### config.mk
export PLATFORM = sky130hd
export DESIGN_NAME = stall_ctrl
export DESIGN_NICKNAME = d
export VERILOG_FILES = /design/src/rtl/stall_ctrl_pkg.sv /design/src/rtl/stall_ctrl_mem_arbiter.sv /design/src/rtl/stall_ctrl.sv
export SDC_FILE = /design/constraint.sdc
export NUM_CORES = 1
export LEC_CHECK = 0
export ABC_AREA = 1
export CAP_MARGIN = 25
export CORE_AREA = 2 2 39 41
export CTS_CLUSTER_SIZE = 30
export DETAILED_ROUTE_END_ITERATION = 10
export DIE_AREA = 0 0 41 43
export PLACE_DENSITY = 0.64
export SKIP_CTS_REPAIR_TIMING = 1
export SYNTH_ARGS = -nofsm -noshare
export SYNTH_HDL_FRONTEND = slang
export SYNTH_SLANG_ARGS = --single-unit
### constraint.sdc
create_clock -name clk_in -period 4.12 [get_ports clk_in]
set_clock_uncertainty 0.2 [all_clocks]
set_input_delay 0.412 -clock clk_in [delete_from_list [all_inputs] [get_ports clk_in]]
set_output_delay 0.412 -clock clk_in [all_outputs]
set_load 0.005 [all_outputs]
### src/rtl/stall_ctrl_pkg.sv
// Shared constants for the stall controller: stop polarity, stall bit map, arbiter state
// encodings and the per-hazard stall vectors.
package stall_ctrl_pkg;

  localparam logic Stop    = 1'b1;
  localparam logic NotStop = 1'b0;

  localparam int unsigned StallW = 6;

  typedef enum int unsigned {
    BitPc    = 0,
    BitIfId  = 1,
    BitIdEx  = 2,
    BitExMem = 3,
    BitMemWb = 4,
    BitRsvd  = 5
  } stall_bit_e;

  typedef enum logic [1:0] {
    StIdle     = 2'b00,
    StServeIf  = 2'b01,
    StServeMem = 2'b10
  } arb_state_e;

  // Each vector stops every register up to and including the one whose successor takes a bubble.
  localparam logic [StallW-1:0] MemStall  = 6'b001111;
  localparam logic [StallW-1:0] LoadStall = 6'b000011;
  localparam logic [StallW-1:0] IfStall   = 6'b000001;

endpackage

### src/rtl/stall_ctrl_mem_arbiter.sv
// Single memory port arbiter between IF and MEM; MEM wins in IDLE. Completion is fixed-latency
// by default, or driven by mem_done when STALL_CTRL_MEM_DONE_HANDSHAKE_EN is defined.
module stall_ctrl_mem_arbiter
  import stall_ctrl_pkg::*;
#(
  parameter int unsigned MEM_LATENCY = 3
) (
  input  logic clk_in,
  input  logic rst_in,
  input  logic if_req,
  input  logic mem_req,
  input  logic mem_done,
  output logic grant_if,
  output logic grant_mem,
  output logic serving_if,
  output logic serving_mem,
  output logic done
);

  localparam int unsigned CntW = $clog2(MEM_LATENCY + 1);

  arb_state_e      state_q, state_d;
  logic [CntW-1:0] cnt_q, cnt_d;

`ifndef STALL_CTRL_MEM_DONE_HANDSHAKE_EN
  localparam logic [CntW-1:0] LastCnt = CntW'(MEM_LATENCY - 1);
  logic unused_mem_done;
  assign unused_mem_done = mem_done;
`endif

  always_comb begin
    state_d = state_q;
    cnt_d   = cnt_q;
    done    = 1'b0;
    unique case (state_q)
      StIdle: begin
        // Clearing here means every serve state is entered with cnt = 0.
        cnt_d = '0;
        if (mem_req) begin
          state_d = StServeMem;
        end else if (if_req) begin
          state_d = StServeIf;
        end
      end
      StServeIf, StServeMem: begin
`ifdef STALL_CTRL_MEM_DONE_HANDSHAKE_EN
        done  = mem_done;
        cnt_d = (&cnt_q) ? cnt_q : cnt_q + CntW'(1);
`else
        done  = (cnt_q == LastCnt);
        cnt_d = cnt_q + CntW'(1);
`endif
        if (done) begin
          state_d = StIdle;
        end
      end
      default: state_d = StIdle;
    endcase
  end

  always_ff @(posedge clk_in or negedge rst_in) begin
    if (!rst_in) begin
      state_q <= StIdle;
      cnt_q   <= '0;
    end else begin
      state_q <= state_d;
      cnt_q   <= cnt_d;
    end
  end

  assign serving_if  = (state_q == StServeIf);
  assign serving_mem = (state_q == StServeMem);
  assign grant_if    = serving_if;
  assign grant_mem   = serving_mem;

endmodule

### src/rtl/stall_ctrl.sv
// Pipeline hazard/stall controller: builds the stall bus, branch flush and fetch discard around
// the memory port arbiter. Optional handshake completion: STALL_CTRL_MEM_DONE_HANDSHAKE_EN.
module stall_ctrl
  import stall_ctrl_pkg::*;
#(
  parameter int unsigned MEM_LATENCY = 3,
  parameter int unsigned STALL_W     = StallW
) (
  input  logic               clk_in,
  input  logic               rst_in,
  input  logic               if_req,
  input  logic               mem_req,
  input  logic               id_load_hazard,
  input  logic               ex_branch_taken,
  input  logic               mem_done,
  output logic               grant_if,
  output logic               grant_mem,
  output logic               if_discard,
  output logic [STALL_W-1:0] stall,
  output logic               flush
);

  logic              serving_if;
  logic              serving_mem;
  logic              done;
  logic              if_pend;
  logic              mem_pend;
  logic              discard_set;
  logic              if_discard_q, if_discard_d;
  logic [StallW-1:0] stall_vec;

  stall_ctrl_mem_arbiter #(
    .MEM_LATENCY(MEM_LATENCY)
  ) u_mem_arbiter (
    .clk_in     (clk_in),
    .rst_in     (rst_in),
    .if_req     (if_req),
    .mem_req    (mem_req),
    .mem_done   (mem_done),
    .grant_if   (grant_if),
    .grant_mem  (grant_mem),
    .serving_if (serving_if),
    .serving_mem(serving_mem),
    .done       (done)
  );

  always_comb begin
    // A requester being served stops waiting on its completion cycle, even if still requesting.
    mem_pend = serving_mem ? ~done : mem_req;
    if_pend  = serving_if  ? ~done : if_req;

    stall_vec = '0;
    if (rst_in) begin
      if (mem_pend)       stall_vec = stall_vec | MemStall;
      if (id_load_hazard) stall_vec = stall_vec | LoadStall;
      if (if_pend)        stall_vec = stall_vec | IfStall;
    end
    stall_vec[BitRsvd] = NotStop;

    // A branch sitting in a held EX is not retired yet; flush on the release cycle instead.
    flush = rst_in & ex_branch_taken & (stall_vec[BitExMem] != Stop);

    discard_set  = flush & (serving_if | (~serving_if & ~serving_mem & if_req));
    if_discard   = if_discard_q | discard_set;
    if_discard_d = if_discard & ~(serving_if & done);
  end

  always_ff @(posedge clk_in or negedge rst_in) begin
    if (!rst_in) begin
      if_discard_q <= 1'b0;
    end else begin
      if_discard_q <= if_discard_d;
    end
  end

  assign stall = STALL_W'(stall_vec);

  grants_exclusive_a : assert property (@(posedge clk_in) disable iff (!rst_in)
    !(grant_if && grant_mem));

endmodule
==> results.txt <==
17 I/O pins were placed. In this run the horizontal extent of the chip is 41 µm. Setup repair after global routing left no endpoint under its margin. Setup violations remaining at the end of the flow were counted as 0. Based on the critical path, the design can be clocked at up to 394 MHz. The flow ran to the end, and the final reports show no timing, DRC or antenna violations. Measured in cells, the most critical reg-to-reg path has a length of 7. For the number of max-slew violations in the final report, the log shows 0.

Compared with the post-synthesis result, the final layout area differs by 38.4%. The tools report the number of iterations in the first detailed-routing pass as 2. After detailed routing, the average wire length per cell comes to 8.27 µm. The via count of the first global-routing pass was 349. TritonCTS built the clock tree. The number of antenna-violating nets in the routed design is 0, and the critical path buffer and inverter count is 3. In this run the static leakage power is 0.000314 µW.

Data on the critical path is required at its endpoint by 3.51 ns. The vertical die dimension is 43 µm, and the clock-pin transition on the worst setup and hold timing paths is 0.04 ns. The clock passes through at most 2 buffers.

For this run, design rule violations remaining after detail routing come to 0. The setup slack at placement was 1.55 ns. The number of antenna violations at the first check in global routing was 0; the post-synthesis cell type count was 15. The count of buffers added on input and output ports is 13. For this design the ratio of total power to cell area is 606 mW/mm². 0 antenna diodes ended up in the layout. Measured on the finished design, the core utilization comes to 41.0%. The total track usage is 11.3%, and the sequential share of the synthesized area is 30.5%.

The tools report the half-perimeter wire length after placement as 623 µm. The worst setup path is of the input port to primary output kind. The fraction of final layout cells sized beyond drive strength 1 works out to 11.0%. In the synthesized netlist, the number of instances is 58.

Setup slack closes at 1.58 ns. For the worst-skew pair, the clock arrives at the later sink with an insertion delay of 0.24 ns. The final period demand of the worst path came out at 2.54 ns. Entering global routing, the biggest net connects 10 pins. For the number of nets in the layout, the log shows 86.

Counting the buffers created by CTS gives 3. The critical path goes through clkdlybuf4s50_1 -> nand2_1 -> inv_1 -> nand3_1 -> nand2_1 -> clkdlybuf4s50_1. The signal arrival time at the worst endpoint is 1.93 ns. Type of element capturing the critical path: a primary output. The first global-routing pass estimated 1260 µm of wire.

The startpoint identified for the worst register-to-register timing path is u_mem_arbiter.state_q[0]. The largest incremental delay on the critical path works out to 0.68 ns. Yosys printed 0 warnings.

Each instance of the synthesized netlist takes up on average 7.08 µm². Counting every sink on the clock net gives 5. Summed over all failing endpoints, the final setup total negative slack is 0 ns. In this run the standard cell core region covers 0.00138 mm². The layout has 161 filler cells.

The run gives 0 as the reported max-cap violation count. The logs give 4 for the detailed router's first-iteration violation count and 125 µm² for the register area. After detailed routing, the number of vias per cell comes to 4.17.

The number of levels the H-tree was split into came out at 1. The count of endpoints failing hold in the final timing report was 0; the remaining global-route overflow was 0. IR analysis of the VDD net gives a maximum drop of 222 µV. Across all hold checks on the routed design, the worst slack comes to 0.248 ns. The tools report the startpoint class of the critical path as an input port.

The worst path uses 61.7% of the clock period. Final estimated routing congestion in global placement: 0.792. The cell family contributing the most delay on the critical path is buffers and inverters. The tree is rooted in a sky130_fd_sc_hd__clkbuf_4. In this run the cell area of the synthesized design comes to 410 µm². The library cell contributing the largest single delay on the critical path was sky130_fd_sc_hd__clkdlybuf4s50_1. Kind of path behind the tightest hold check: input port to async pin. For flop-to-flop paths, the worst setup slack is 2.64 ns. Of all nets on the critical path, the largest fanout is 9.

The multi-input combinational cells in the finished layout cover a total of 214 µm². The register bit count reported by yosys works out to 5. The tools report the standard-cell row count as 14.

The capturing point of the worst reg2reg path was if_discard_q. For this block, the via count after detailed routing is 371. The initial core utilization came out at 29.7%.

The routed design has 736 µm of wire. The floorplan step defined a die boundary enclosing 0.00176 mm².
logic make-up (layout without fill, tap and decap cells):
kind of cell	after synthesis	count (layout)	share of synthesized area (%)
and+or+nand+nor	24	24	25.3
other	1	2	0.914
buffers and inverters	17	31	18.3
AOI/OAI and AO/OA	6	6	9.76
adders and majority gates	5	5	15.2
DFF	5	5	30.5
stage by stage:
stage | instance area, µm² | power (µW) | cells
floorplan | 414 | 227 | 59
global placement | 542 | 289 | 85
detailed placement | 542 | 291 | 85
CTS | 568 | 351 | 89
global route | 568 | 390 | 89
finish | 568 | 344 | 89
cells in the mapped netlist, drive strengths merged:
cell    count  share of area, %
a21oi       1               1.2
dfrtp       5                30
o21ai       4               6.7
inv        14                13
nor2        3               3.4
nand3       5               6.1
buf         3               5.5
conb        1              0.91
ha          5                15
or2         1               2.1
o211ai      1               1.8
nand2      15                14
registers in the layout (all words and copies together), names as in the netlist:
signal and count:
u_mem_arbiter.cnt_q 2, u_mem_arbiter.state_q 2, if_discard_q 1
placed cells by master (no fill, tap or decap), types with 2 or more instances in the layout:
cell type,n
sky130_fd_sc_hd__nand2_1,15
sky130_fd_sc_hd__inv_1,13
sky130_fd_sc_hd__clkdlybuf4s50_1,13
sky130_fd_sc_hd__nand3_1,5
sky130_fd_sc_hd__ha_1,5
sky130_fd_sc_hd__dfrtp_1,5
sky130_fd_sc_hd__clkbuf_4,3
sky130_fd_sc_hd__nor2_1,2
sky130_fd_sc_hd__o21ai_0,2
sky130_fd_sc_hd__o21ai_2,2
sky130_fd_sc_hd__conb_1,2
layout make-up:
type                    instances  area share, %
inverters                      14           9.25
clock buffers                   4           4.63
repair buffers                 13           22.9
multi-input cells              37           37.7
well taps                      16           3.52
flip-flops and latches          5           22.0
worst max-delay path by stage:
stage	startpoint	endpoint	slack, ns	cells past startpoint
floorplan	u_mem_arbiter.state_q[0]	stall[3]	2.33	8
global placement	rst_in	if_discard	1.54	6
detailed placement	rst_in	if_discard	1.55	6
CTS	rst_in	if_discard	1.54	6
global route	u_mem_arbiter.state_q[0]	stall[2]	1.39	8
finish	rst_in	if_discard	1.58	6
routing by layer:
metal / vias up / track usage [%] / wire length (µm)
met1: 157 / 10.7 / 301
met3: 0 / 9.95 / 82
met5: - / 0 / 0
met4: 0 / 4.00 / 0
met2: 16 / 16.9 / 353
li1: 198 / - / -
power by group:
group	leakage, µW	internal, µW	total, µW	switching [µW]
Sequential	0.0000614	70.5	84.4	13.9
Clock	0.0000150	36.5	55.7	19.2
Combinational	0.000238	102	204	102
(Power assumes the default switching activity.)
